===== config.mk =====
export PLATFORM = sky130hd
export DESIGN_NAME = result_bus_arbiter
export DESIGN_NICKNAME = d
export VERILOG_FILES = /design/src/rtl/result_bus_arbiter_pkg.sv /design/src/rtl/result_bus_arbiter_rr_arbiter.sv /design/src/rtl/result_bus_arbiter.sv
export SDC_FILE = /design/constraint.sdc
export NUM_CORES = 1
export LEC_CHECK = 0
export ABC_AREA = 1
export CAP_MARGIN = 25
export CELL_PAD_IN_SITES_DETAIL_PLACEMENT = 1
export CELL_PAD_IN_SITES_GLOBAL_PLACEMENT = 1
export CORE_MARGIN = 1
export CORE_UTILIZATION = 25
export CTS_CLUSTER_SIZE = 30
export DETAILED_ROUTE_END_ITERATION = 12
export HOLD_SLACK_MARGIN = 0.15
export PLACE_DENSITY = 0.85
export SETUP_SLACK_MARGIN = 0.4
export SLEW_MARGIN = 20
export SYNTH_ARGS = -nofsm -noshare
export SYNTH_HDL_FRONTEND = slang
export SYNTH_HIERARCHICAL = 1
export SYNTH_SLANG_ARGS = --single-unit

===== constraint.sdc =====
create_clock -name clk -period 3.96 [get_ports clk]
set_input_delay 0.396 -clock clk [delete_from_list [all_inputs] [get_ports clk]]
set_output_delay 0.396 -clock clk [all_outputs]
set_load 0.02 [all_outputs]

===== src/rtl/result_bus_arbiter_pkg.sv =====
// Shared types and constants for the result/writeback bus arbiter.
// Optional build switch: RESULT_ARB_PERF_CNT_EN (adds perf counter outputs to the top).
package result_bus_arbiter_pkg;

  localparam int RBA_RS_ID_WIDTH = 5;
  localparam int RBA_NUM_UNITS   = 8;
  localparam int RBA_DATA_WIDTH  = 32;

  // Execution-unit positions on the request arrays.
  localparam int UNIT_ADD_SUB = 0;
  localparam int UNIT_MUL     = 1;
  localparam int UNIT_DIV     = 2;
  localparam int UNIT_LOG     = 3;
  localparam int UNIT_ROT     = 4;
  localparam int UNIT_CMP     = 5;
  localparam int UNIT_SYS     = 6;
  localparam int UNIT_TRAP    = 7;

  // One result as it travels on the bus (default widths).
  typedef struct packed {
    logic [RBA_RS_ID_WIDTH-1:0] id;
    logic [RBA_DATA_WIDTH-1:0]  result;
    logic [3:0]                 cr;   // LT, GT, EQ, SO
    logic [2:0]                 xer;  // SO, OV, CA
  } result_bus_t;

  // Round-robin successor of a unit index.
  function automatic int rr_next(input int idx, input int n);
    return (idx + 1 >= n) ? 0 : idx + 1;
  endfunction

endpackage


===== src/rtl/result_bus_arbiter_rr_arbiter.sv =====
// Combinational round-robin arbiter: picks the first requester at or after
// ptr_i (wrapping), returning a one-hot grant and its index. Kept generic so
// the load/store port sharing logic can reuse it.
module rr_arbiter #(
  parameter int N     = 8,
  parameter int IDX_W = 3
) (
  input  logic [N-1:0]     req_i,
  input  logic [IDX_W-1:0] ptr_i,
  input  logic             enable_i,
  output logic [N-1:0]     grant_o,
  output logic [IDX_W-1:0] idx_o,
  output logic             any_o
);

  localparam logic [IDX_W:0] N_W = (IDX_W+1)'(N);

  logic [IDX_W:0] cand;

  // Walk ptr, ptr+1, ... wrapping; first requester wins.
  always_comb begin
    grant_o = '0;
    idx_o   = '0;
    any_o   = 1'b0;
    cand    = '0;
    for (int off = 0; off < N; off++) begin
      cand = {1'b0, ptr_i} + (IDX_W+1)'(off);
      if (cand >= N_W) cand = cand - N_W;
      if (enable_i && !any_o && req_i[cand[IDX_W-1:0]]) begin
        any_o                        = 1'b1;
        idx_o                        = cand[IDX_W-1:0];
        grant_o[cand[IDX_W-1:0]]     = 1'b1;
      end
    end
  end

endmodule


===== src/rtl/result_bus_arbiter.sv =====
// Result/writeback bus arbiter: round-robin grant among the execution units,
// one result per cycle into a registered valid/ready output stage.
// Optional build switch: RESULT_ARB_PERF_CNT_EN adds perf_grants/perf_conflicts.
//
// Handshake rules: a unit transfer happens when req_valid[i] & req_ready[i] in
// the same cycle; units must hold req_valid and payload stable until then.
// The bus transfer happens when out_valid & out_ready; while out_valid is high
// and out_ready low, out_* stay stable and no unit is granted.
module result_bus_arbiter
  import result_bus_arbiter_pkg::*;
#(
  parameter int RS_ID_WIDTH = RBA_RS_ID_WIDTH,
  parameter int NUM_UNITS   = RBA_NUM_UNITS,
  parameter int DATA_WIDTH  = RBA_DATA_WIDTH,
  parameter int SRC_W       = (NUM_UNITS > 1) ? $clog2(NUM_UNITS) : 1
) (
  input  logic                             clk,
  input  logic                             rst,
  input  logic [NUM_UNITS-1:0]             req_valid,
  output logic [NUM_UNITS-1:0]             req_ready,
  input  logic [NUM_UNITS*RS_ID_WIDTH-1:0] req_id,
  input  logic [NUM_UNITS*DATA_WIDTH-1:0]  req_result,
  input  logic [NUM_UNITS*4-1:0]           req_cr,
  input  logic [NUM_UNITS*3-1:0]           req_xer,
  output logic                             out_valid,
  input  logic                             out_ready,
  output logic [RS_ID_WIDTH-1:0]           out_id,
  output logic [DATA_WIDTH-1:0]            out_result,
  output logic [3:0]                       out_cr,
  output logic [2:0]                       out_xer,
  output logic [SRC_W-1:0]                 out_src
`ifdef RESULT_ARB_PERF_CNT_EN
  ,
  output logic [31:0]                      perf_grants,
  output logic [31:0]                      perf_conflicts
`endif
);

  typedef struct packed {
    logic [RS_ID_WIDTH-1:0] id;
    logic [DATA_WIDTH-1:0]  result;
    logic [3:0]             cr;
    logic [2:0]             xer;
  } bus_t;

  localparam logic [SRC_W-1:0] LAST_UNIT = SRC_W'(NUM_UNITS - 1);

  logic [SRC_W-1:0] ptr_q, ptr_d;
  logic             out_valid_q, out_valid_d;
  bus_t             out_q, out_d;
  logic [SRC_W-1:0] out_src_q, out_src_d;

  logic             load;
  logic [SRC_W-1:0] gnt_idx;
  logic             gnt_any;
  bus_t             sel;

  // Output stage can take a new result when empty or being drained; reset blocks grants.
  assign load = (~out_valid_q | out_ready) & ~rst;

  rr_arbiter #(
    .N     (NUM_UNITS),
    .IDX_W (SRC_W)
  ) u_rr (
    .req_i    (req_valid),
    .ptr_i    (ptr_q),
    .enable_i (load),
    .grant_o  (req_ready),
    .idx_o    (gnt_idx),
    .any_o    (gnt_any)
  );

  // Gather the granted unit's payload.
  always_comb begin
    sel.id     = req_id[gnt_idx*RS_ID_WIDTH +: RS_ID_WIDTH];
    sel.result = req_result[gnt_idx*DATA_WIDTH +: DATA_WIDTH];
    sel.cr     = req_cr[gnt_idx*4 +: 4];
    sel.xer    = req_xer[gnt_idx*3 +: 3];
  end

  // Next state of the output register and round-robin pointer.
  always_comb begin
    ptr_d       = ptr_q;
    out_valid_d = out_valid_q;
    out_d       = out_q;
    out_src_d   = out_src_q;
    if (load) begin
      if (gnt_any) begin
        out_d       = sel;
        out_src_d   = gnt_idx;
        out_valid_d = 1'b1;
        ptr_d       = (gnt_idx == LAST_UNIT) ? '0 : gnt_idx + SRC_W'(1);
      end else begin
        out_valid_d = 1'b0;
      end
    end
  end

  // Register the output stage and pointer.
  always_ff @(posedge clk) begin
    if (rst) begin
      ptr_q       <= '0;
      out_valid_q <= 1'b0;
      out_q       <= '0;
      out_src_q   <= '0;
    end else begin
      ptr_q       <= ptr_d;
      out_valid_q <= out_valid_d;
      out_q       <= out_d;
      out_src_q   <= out_src_d;
    end
  end

  assign out_valid  = out_valid_q;
  assign out_id     = out_q.id;
  assign out_result = out_q.result;
  assign out_cr     = out_q.cr;
  assign out_xer    = out_q.xer;
  assign out_src    = out_src_q;

`ifdef RESULT_ARB_PERF_CNT_EN
  logic [31:0] perf_grants_q, perf_grants_d;
  logic [31:0] perf_conflicts_q, perf_conflicts_d;

  // Count bus handshakes and contended arbitration cycles; both wrap.
  always_comb begin
    perf_grants_d    = perf_grants_q;
    perf_conflicts_d = perf_conflicts_q;
    if (out_valid_q && out_ready) perf_grants_d = perf_grants_q + 32'd1;
    if (load && ($countones(req_valid) >= 2)) perf_conflicts_d = perf_conflicts_q + 32'd1;
  end

  // Perf counter registers.
  always_ff @(posedge clk) begin
    if (rst) begin
      perf_grants_q    <= '0;
      perf_conflicts_q <= '0;
    end else begin
      perf_grants_q    <= perf_grants_d;
      perf_conflicts_q <= perf_conflicts_d;
    end
  end

  assign perf_grants    = perf_grants_q;
  assign perf_conflicts = perf_conflicts_q;
`endif

  // A waiting unit must keep its request and payload until granted.
  for (genvar gi = 0; gi < NUM_UNITS; gi++) begin : g_hold_chk
    a_hold: assert property (@(posedge clk) disable iff (rst)
      (req_valid[gi] && !req_ready[gi]) |=>
        (req_valid[gi]
         && $stable(req_id[gi*RS_ID_WIDTH +: RS_ID_WIDTH])
         && $stable(req_result[gi*DATA_WIDTH +: DATA_WIDTH])
         && $stable(req_cr[gi*4 +: 4])
         && $stable(req_xer[gi*3 +: 3])));
  end

endmodule

==> qor.tcl <==
set qor(clkTransAtPathRegs_ns) 0.07
set qor(maxSlewHeadroom_pct) 57.2
set qor(crit_fanout) 8
set qor(top_signal_layer_used) {met5}
set qor(netlist_top_cells_area) {nand2_1 (32%), inv_1 (19%), nand3_1 (18%), dfxtp_1 (13%), buf_2 (2.7%)}
set qor(routedLengthMet1_um) 17100
set qor(dpl.cell_count) 2461
set qor(fp.dieArea_um2) 33000
set qor(clk-insertion-delay-late_ns) 0.30
set qor(post-synth-top-area-cell) {nand2_1}
set qor(firstDrtPassIters) 5
set qor(maximum_operating_frequency_mhz) 302
set qor(share_seq_of_total_power_pct) 8.4
set qor(syn-mean-instance-area_um2) 4.76
set qor(yosysWarnings) 6
set qor(timing_hold_violations_final) 0
set qor(worst-r2r-setup-slack_ns) 0.66
set qor(drive_above_1_share_pct) 4.62
set qor(cell_type_with_the_highest_occurrence_count_on_the_critical_path) {nand3_1}
set qor(fp-row-count) 65
set qor(ys_seq_area_share_pct) 12.7
set qor(p_leak_nw) 7.47
set qor(floorplan.core_area_um2) 31600
set qor(wl_met3_um) 2570
set qor(detailedPlacementHpwl_um) 31600
set qor(report.final.setup_viol) 0
set qor(finalWeightedCongestion) 0.901
set qor(synth-seq-cells) 51
set qor(yosysUniqueCellTypes) 31
set qor(period_share_pct) 83.6
set qor(r2r-start) {ptr_q[1]}
set qor(finalHoldWorstSlack_ns) 0.489
set qor(antenna_violating_nets_left) 0
set qor(vdd_drop_max_uv) 440
set qor(timing.critical_path.slowest_stage_cell) {dfxtp_1}
set qor(power_density_nw_per_um2) 666
set qor(cp-start-kind) {register}
set qor(grt_use_total_pct) 24.1
set qor(cellInternalPower_mw) 3.68
set qor(cts_sinks) 51
set qor(cts-buffers-inserted) 5
set qor(cp-startpoint) {ptr_q[1]}
set qor(critical_path.reg2reg.endpoint) {ptr_q[2]}
set qor(final.setup.worst_slack_ns) 0.649
set qor(clock_skew_ns) 0.00533
set qor(grt-ovfl-total) 0
set qor(fin_tns_setup_ns) 0
set qor(finalCriticalPeriod_ns) 3.31
set qor(power_frac_comb_pct) 85.6
set qor(cts_max_level) 2
set qor(crit_path_end_kind) {primary output}
set qor(detail_route.iter0.violations) 523
set qor(area_grow_syn2layout_pct) 61.5
set qor(yosysTopAreaCellShare_pct) 32.4
set qor(delay_of_the_slowest_cell_on_the_worst_path_ns) 0.38
set qor(slew_violations) 0
set qor(mostFrequentLayoutCells) {nand2_1 (695), inv_1 (417), clkdlybuf4s50_1 (410)}
set qor(mappedNetlistNets) 2067
set qor(rsz0062_at_grt) {false}
set qor(worst-endpoint-arrival_ns) 2.91
set qor(fin_util_pct) 41.2
set qor(post_drt_wl_per_cell_um) 16.7
set qor(min-delay-path-class) {reg -> reg}
set qor(port_buffers) 418
set qor(antenna_found_initial) 5
set qor(timing_worst_slew_pin_value_ns) 0.642
set qor(path_class) {reg -> out}
set qor(die_width_um) 182
set qor(layout.nets) 2448
set qor(postSynthCellCount) 1696
set qor(mappedNetlistArea_um2) 8070
set qor(clock_tree_from_tritoncts) {yes}
set qor(die-height_um) 182
set qor(max-clock-path-buffers) 2
set qor(p_sw_share_pct) 57.5
set qor(share_of_power_burned_in_the_clock_network_pct) 6.0
set qor(critPathCapture) {req_ready[3]}
set qor(initial_core_util_pct) 25.5
set qor(num_vias) 11600
set qor(final_common_cell) {nand2_1}
set qor(p_sw_mw) 4.99
set qor(crit_path_cell_trace) {inv_2 > buf_4 > ha_1 > inv_1 > nand2_1 > nand3_1 > inv_1 > nor2_2 > nand4_1 > nor2_2 > buf_4 > nand3_1 > nand3_1 > dlygate4sd2_1}
set qor(grt_pass1_wl_um) 62800
set qor(pre_cts_slack_ns) 0.397
set qor(crit_required_ns) 3.56
set qor(met2_length_um) 20500
set qor(seqCellArea_um2) 1020
set qor(design.portCount) 419
set qor(drcViolationCount) 0
set qor(grt_max_degree) 93
set qor(count_of_max_cap_constraint_violations) 0
set qor(layout.filler_cells) 4405
set qor(result_of_the_run) {complete, no violations}
set qor(multiInputGateArea_um2) 4970
set qor(r2r_cells) 17
set qor(post_drt_via_cell_ratio) 4.69
set qor(layoutNonFillerInstCount) 2483
set qor(first_global_vias) 11900
set qor(cts-root-buf) {clkbuf_16}
set qor(final_routed_wirelength_across_all_metal_layers_um) 41500
==> cell type report <==
cell class                      instances  share of cell area, %
Tap cell                              402                   3.86
Clock inverter                          1                  0.230
Inverter                              430                   12.5
Sequential cell                        51                   7.85
Clock buffer                            6                  0.989
Multi-Input combinational cell       1124                   38.1
Antenna cell                            4                 0.0768
Timing Repair Buffer                  464                   36.3
Timing Repair inverter                  1                 0.0672
==> critical path: cells and delay by family, from the launching register on <==
kind / cells / cell delay [ns]
fa+ha+maj: 1 / 0.38
buf+inv: 6 / 1.01
flops: 1 / 0.38
simple gates: 7 / 0.83
==> what timing repair did <==
action                                  in CTS  in global routing
pin swaps                                    1                  3
hold buffers                                 0                  0
gates resized for setup                     12                 15
endpoints found under the setup margin       8                 50
cloned                                       0                  4
buffers inserted                             2                  5
==> power groups by stage <==
stage	registers, mW	logic (mW)	clock network [mW]
floorplan	0.857	4.62	0
global placement	0.730	6.84	0
detailed placement	0.732	7.01	0
CTS	0.725	7.06	0.538
global route	0.740	8.24	0.553
finish	0.726	7.43	0.520
==> through the flow <==
stage / total power, mW / instance area, µm²
after floorplan: 5.48 / 8070
after global placement: 7.57 / 12600
final: 8.67 / 13000
after global routing: 9.53 / 13000
after CTS: 8.33 / 12800
after detailed placement: 7.74 / 12600
==> worst min path at each step <==
stage,start,endpoint,slack [ns],depth (start not counted)
finish,out_src[0],out_src[0],0.49,2
global route,out_src[0],out_src[0],0.51,2
CTS,out_src[0],out_src[0],0.48,2
detailed placement,out_src[0],out_src[0],0.46,2
global placement,out_src[0],out_src[0],0.46,2
floorplan,rst,out_valid,0.47,1
==> layer usage <==
layer  vias to the layer above  global-route usage [%]
met3                        66                    4.79
met5                         -                       0
met1                      5456                    27.1
met2                       399                    44.8
met4                         2                    8.47
li1                       5723                       -
==> cells by family after synthesis <==
family / Yosys count / synth area share, %
simple gates: 1101 / 58.7
compound gates: 15 / 0.977
flops: 51 / 12.7
buf+inv: 521 / 26.4
fa+ha+maj: 8 / 1.24
==> sequential cells by signal, indices dropped and copies added (netlist names) <==
signal and flops:
out_id 5, out_cr 4, out_result 32, ptr_q 3, out_xer 3, out_src 3, out_valid 1
==> synthesized netlist by cell type <==
master / n
nand3_1: 294
buf_4: 26
clkinv_1: 2
nor2_8: 1
nor2_1: 50
or2_1: 2
clkbuf_1: 10
nand2_2: 11
dfxtp_1: 51
nand3b_1: 8
and3_1: 1
a21oi_1: 9
inv_2: 11
o21ai_0: 3
nor2_2: 1
a21oi_2: 1
ha_1: 8
o21ai_1: 2
nand2_4: 2
nand3_4: 2
nand4_1: 15
nor3_1: 10
buf_1: 9
inv_1: 417
buf_6: 3
nand4_4: 1
nand3_2: 3
nor3_4: 1
buf_2: 43
nand2_1: 697
nor2_4: 2
Power figures use the tool's default switching activity.
